`src/rtl/vga_pattern_gen.sv`:
```
// Test-pattern generator behind the sync/pixel-counter stage: colour bars, checker, grid, scrolling gradient.
// Two register stages from counters/flags to RGB, DE and delayed sync flags; pattern latched at frame start.
module vga_pattern_gen #(
  parameter int ACTIVE_VERTICAL   = 1080,
  parameter int ACTIVE_HORIZONTAL = 1920,
  parameter int COUNT_DEPTH       = 12,
  parameter int BAR_WIDTH         = 240,
  parameter int CHECK_LOG2        = 6
) (
  input  logic                   i_clk,
  input  logic                   i_rst,
  input  logic                   i_VSync,
  input  logic                   i_HSync,
  input  logic [COUNT_DEPTH-1:0] i_Vcnt,
  input  logic [COUNT_DEPTH-1:0] i_Hcnt,
  input  logic [1:0]             i_mode,
  output logic [7:0]             o_R,
  output logic [7:0]             o_G,
  output logic [7:0]             o_B,
  output logic                   o_DE,
  output logic                   o_VSync,
  output logic                   o_HSync,
  output logic [7:0]             o_frame_cnt
);

  localparam logic [COUNT_DEPTH-1:0] H_LIMIT  = COUNT_DEPTH'(ACTIVE_HORIZONTAL);
  localparam logic [COUNT_DEPTH-1:0] V_LIMIT  = COUNT_DEPTH'(ACTIVE_VERTICAL);
  localparam logic [COUNT_DEPTH-1:0] BAR_LAST = COUNT_DEPTH'(BAR_WIDTH - 1);

  logic [1:0]             mode_q;
  logic [7:0]             frame_cnt_q;
  logic [COUNT_DEPTH-1:0] bar_cnt_q, bar_cnt_d;
  logic [2:0]             bar_idx_q, bar_idx_d;

  logic       frame_start;
  logic [1:0] mode_eff;
  logic [7:0] fc_eff;
  logic       de;
  logic       in_range;

  logic       s1_de, s1_vs, s1_hs, s1_valid;
  logic [1:0] s1_mode;
  logic [2:0] s1_bar_idx;
  logic       s1_cell, s1_grid;
  logic [7:0] s1_scr_r, s1_scr_g, s1_fc;

  logic [7:0] r_d, g_d, b_d;

  // The new mode and frame count take effect on the frame-start pixel itself.
  assign frame_start = (i_Vcnt == '0) && (i_Hcnt == '0);
  assign mode_eff    = frame_start ? i_mode : mode_q;
  assign fc_eff      = frame_start ? frame_cnt_q + 8'd1 : frame_cnt_q;
  assign de          = i_VSync & i_HSync;
  assign in_range    = (i_Hcnt < H_LIMIT) && (i_Vcnt < V_LIMIT);

  always_comb begin
    bar_cnt_d = '0;
    bar_idx_d = '0;
    if (i_Hcnt != '0) begin
      if (bar_cnt_q == BAR_LAST) begin
        bar_cnt_d = '0;
        bar_idx_d = (bar_idx_q == 3'd7) ? 3'd7 : bar_idx_q + 3'd1;
      end else begin
        bar_cnt_d = bar_cnt_q + COUNT_DEPTH'(1);
        bar_idx_d = bar_idx_q;
      end
    end
  end

  always_ff @(posedge i_clk or posedge i_rst) begin
    if (i_rst) begin
      mode_q      <= '0;
      frame_cnt_q <= '0;
      bar_cnt_q   <= '0;
      bar_idx_q   <= '0;
    end else begin
      mode_q      <= mode_eff;
      frame_cnt_q <= fc_eff;
      bar_cnt_q   <= bar_cnt_d;
      bar_idx_q   <= bar_idx_d;
    end
  end

  always_ff @(posedge i_clk or posedge i_rst) begin
    if (i_rst) begin
      s1_de      <= 1'b0;
      s1_vs      <= 1'b0;
      s1_hs      <= 1'b0;
      s1_valid   <= 1'b0;
      s1_mode    <= '0;
      s1_bar_idx <= '0;
      s1_cell    <= 1'b0;
      s1_grid    <= 1'b0;
      s1_scr_r   <= '0;
      s1_scr_g   <= '0;
      s1_fc      <= '0;
    end else begin
      s1_de      <= de;
      s1_vs      <= i_VSync;
      s1_hs      <= i_HSync;
      s1_valid   <= de & in_range;
      s1_mode    <= mode_eff;
      s1_bar_idx <= bar_idx_d;
      s1_cell    <= i_Hcnt[CHECK_LOG2] ^ i_Vcnt[CHECK_LOG2];
      s1_grid    <= (i_Hcnt[CHECK_LOG2-1:0] == '0) || (i_Vcnt[CHECK_LOG2-1:0] == '0);
      s1_scr_r   <= i_Hcnt[7:0] + fc_eff;
      s1_scr_g   <= i_Vcnt[7:0];
      s1_fc      <= fc_eff;
    end
  end

  // Blanking and out-of-range pixels are black regardless of mode.
  always_comb begin
    r_d = '0;
    g_d = '0;
    b_d = '0;
    if (s1_valid) begin
      case (s1_mode)
        2'd0: begin
          r_d = {8{~s1_bar_idx[1]}};
          g_d = {8{~s1_bar_idx[2]}};
          b_d = {8{~s1_bar_idx[0]}};
        end
        2'd1: begin
          r_d = {8{s1_cell}};
          g_d = {8{s1_cell}};
          b_d = {8{s1_cell}};
        end
        2'd2: begin
          r_d = s1_grid ? 8'hFF : 8'h00;
          g_d = s1_grid ? 8'hFF : 8'h00;
          b_d = s1_grid ? 8'hFF : 8'h40;
        end
        default: begin
          r_d = s1_scr_r;
          g_d = s1_scr_g;
          b_d = s1_scr_r ^ s1_scr_g;
        end
      endcase
    end
  end

  always_ff @(posedge i_clk or posedge i_rst) begin
    if (i_rst) begin
      o_R         <= '0;
      o_G         <= '0;
      o_B         <= '0;
      o_DE        <= 1'b0;
      o_VSync     <= 1'b0;
      o_HSync     <= 1'b0;
      o_frame_cnt <= '0;
    end else begin
      o_R         <= r_d;
      o_G         <= g_d;
      o_B         <= b_d;
      o_DE        <= s1_de;
      o_VSync     <= s1_vs;
      o_HSync     <= s1_hs;
      o_frame_cnt <= s1_fc;
    end
  end

endmodule
```
`config.mk`:
```
export PLATFORM = sky130hd
export DESIGN_NAME = vga_pattern_gen
export DESIGN_NICKNAME = d
export VERILOG_FILES = /design/src/rtl/vga_pattern_gen.sv
export SDC_FILE = /design/constraint.sdc
export NUM_CORES = 1
export LEC_CHECK = 0
export BUFFER_PORTS_ARGS = -buffer_cell sky130_fd_sc_hd__buf_2
export CORE_MARGIN = 3
export CORE_UTILIZATION = 35
export CTS_CLUSTER_SIZE = 16
export DETAILED_ROUTE_END_ITERATION = 7
export PLACE_DENSITY_LB_ADDON = 0.05
export SETUP_SLACK_MARGIN = 0.3
export SYNTH_ARGS = -nofsm -noshare
export SYNTH_HDL_FRONTEND = slang
export SYNTH_SLANG_ARGS = --single-unit
```
`constraint.sdc`:
```
create_clock -name i_clk -period 5.84 [get_ports i_clk]
set_input_delay 1.168 -clock i_clk [delete_from_list [all_inputs] [get_ports i_clk]]
set_output_delay 1.168 -clock i_clk [all_outputs]
set_load 0.02 [all_outputs]
```
==> run summary <==
pwr dens: 304.5 nW/um2
slowest CP cell: mux2_2
synth warn: 0
total chip power: 1.206 mW
most frequent CP cell: a21oi_1
fin crit share: 0.6392
Cells after Synth: 266
Lkg Pwr: 1.994 nW
crit path capture type: flop
# hold bufs at CTS: 0
post-synthesis cell area: 3304 um2
initial antenna violation count: 0
crit path time final: 3.733 ns
die area: 10,640 um2
# rows: 34
Post-DP Area: 3750 um2
CTS tree: built
Tot GR Track Use: 0.1452
Hold Crit Start: s1_de$_DFF_PP0_
Initial Util: 0.3699
Post-DRT Antenna Nets: 0
maximum VDD drop: 0.0001300 V
pre-CTS setup slack: 1.669 ns
diodes inserted: 0
Setup Fix Bufs, Post-CTS: 0
clock skew: 0.01568 ns
post-synthesis cell type count: 35
drc violations: 0
Arr. time, crit path: 4.02 ns
vias in the first global route: 2,184
CTS Root Cell: clkbuf_8
max incr delay on CP: 0.43 ns
vias: 2,167
CP Launch Point: i_Vcnt[1]
Vias/cell: 4.794
status: finished, final reports clean
Finished Layout Cells: 452
TritonCTS Buffers: 9
Die Wd: 103.2 um
io pins: 65
setup_tns: 0 ns
clk_lat worst skew: 0.36 ns
multi-input logic area: 1204 um2
PortBufs: 64
wire per inst: 15.58 um
critical path type: primary input to flop
Sink Count: 82
final-report setup violation count: 0
Slew @ Worst Pin: 1.006 ns
Reg2Reg Depth: 8
routability cong.: 0.7533
WHS Path Cells: 0
Die H: 103.2 um
Design Area, Final: 3961 um2
cell taking the most area after synthesis: dfrtp_1
Hold WS: 0.3563 ns
H-tree lvl count: 3
fin. max-slew vios: 0
buffer depth of the longest clock path: 2
layout cells sized above 1: 0.2703
total global routing overflow: 0
Final Hold Viols: 0
HPWL Detailed: 5.139 mm
Yosys reg bits: 82
WL final: 7.042 mm
worst r2r src: s1_fc[0]$_DFF_PP0_
mean post-synth cell area: 12.42 um2
Setup WS post-layout: 2.107 ns
Post-synth EDFFs: 0
first-pass GRT wire length: 11.65 mm
core area: 8934 um2
max-cap viol count: 0
DRT iter0 DRCs: 75
fmax: 0.2679 GHz
Slew HR: 0.3295
ys flop type: dfrtp_1
end-of-flow core utilization: 0.4434
pin count of the biggest net entering global routing: 83
cts repair resizes: 0
Nets: 380
Sequential Area: 2052 um2
Inst Count DP: 436
synthesis-to-layout area growth: 19.88%
Worst EP required: 6.13 ns
Fillers: 853
worst-path fanout max: 9
DRT Pass-1 Iters: 4
crit path launch type: primary input
asr flop ratio synth: 1.000
HP Class: flop to flop
setup repair after global routing missed its margin: false
Mapped Nets: 307
post-synthesis sequential area ratio: 0.6210
CP Cell Sequence: buf_2 > nor4_1 > nand4_1 > nor2_2 > mux2_2 > ha_1 > a21o_1 > a21oi_1 > o21ai_0 > a21oi_1 > xnor2_1
clock transition at the registers of the reported paths: 0.10 ns
Synth top area share: 0.6210
synth top area cells: dfrtp_1, xnor2_1, o21a_1
## critical path: cells and delay by family
family | cells | cell delay (ns)
AO/OA/AOI/OAI | 4 | 0.86
XOR/XNOR | 1 | 0.14
adder cells (fa/ha/maj) | 1 | 0.28
buffers and inverters | 1 | 0.11
multiplexers | 1 | 0.43
AND/OR/NAND/NOR | 3 | 1.04
## cell families (layout without fill, tap and decap cells)
group,Yosys count,count (layout),synth area share
compound gates,44,44,0.08709
simple gates,83,83,0.1382
buf+inv,11,89,0.01477
flops,82,82,0.6210
fa+ha+maj,11,11,0.04392
xor+xnor,32,32,0.08482
mux,3,3,0.01022
## layout make-up
type,instances,share of cell area
clock inverter,7,0.02211
sequential,82,0.5180
timing repair buffer,65,0.08275
clock buffer,9,0.03127
multi-input combinational,173,0.3039
inverter,8,0.007896
tap,108,0.03411
## cells in the final DEF, fill, tap and decap left out, drive strengths merged, types with 2 or more instances in the layout
| cell type | netlist | routed |
|---|---|---|
| dfrtp | 82 | 82 |
| buf | 1 | 65 |
| nor2 | 27 | 27 |
| xnor2 | 24 | 24 |
| o21a | 17 | 17 |
| a21oi | 16 | 16 |
| nand3 | 13 | 13 |
| inv | 8 | 13 |
| nand2 | 12 | 12 |
| ha | 10 | 10 |
| nand4 | 9 | 9 |
| clkbuf | 2 | 9 |
| xor2 | 8 | 8 |
| nor4 | 6 | 6 |
| nand2b | 4 | 4 |
| and3 | 4 | 4 |
| a21o | 4 | 4 |
| mux2 | 3 | 3 |
| o21ai | 3 | 3 |
| and2 | 2 | 2 |
## synth_stat cells (2+ instances only)
master / n
a21o_1: 3
o21ai_0: 3
xor2_1: 8
nand4_1: 9
dfrtp_1: 82
nand2b_1: 4
mux2_2: 3
ha_1: 10
and3_1: 4
nand2_1: 12
inv_1: 8
nor4_2: 2
nor4_4: 2
nand3_1: 13
clkbuf_1: 2
nor2_1: 26
xnor2_1: 24
a21oi_1: 16
and2_1: 2
nor4_1: 2
o21a_1: 17
## routing by layer
| layer | global-route usage | up-vias | part of all wire |
|---|---|---|---|
| li1 | - | 1070 | - |
| met1 | 0.2085 | 1040 | 0.48 |
| met2 | 0.2171 | 49 | 0.46 |
| met3 | 0.03789 | 8 | 0.046 |
| met4 | 0.04183 | 0 | 0.012 |
| met5 | 0 | - | 0 |
## where the power goes
part / internal, mW / leakage (nW) / switching (mW)
clock network: 0.210 / 0.109 / 0.235
logic: 0.0498 / 0.825 / 0.0539
registers: 0.612 / 1.06 / 0.0452
total: 0.872 / 1.99 / 0.335
## flip-flops by register name (all words and copies together), names as in the netlist
name	count
s1_grid	1
bar_cnt_q	12
s1_bar_idx	3
o_DE	1
s1_valid	1
s1_scr_g	8
s1_mode	2
o_R	8
s1_de	1
o_G	8
o_VSync	1
s1_scr_r	8
o_B	8
o_HSync	1
s1_hs	1
s1_vs	1
s1_cell	1
s1_fc	8
o_frame_cnt	8
## path summary, 6_finish.rpt
kind,to,slack (ns)
max,s1_scr_r[5]$_DFF_PP0_,2.11
max in group asynchronous,s1_fc[4]$_DFF_PP0_,4.08
max reg2reg,s1_scr_r[5]$_DFF_PP0_,3.43
min reg2reg,o_DE$_DFF_PP0_,0.36
min,o_DE$_DFF_PP0_,0.36
min in group asynchronous,o_B[2]$_DFF_PP0_,1.10
No activity file was read; power rests on OpenSTA's default activity.
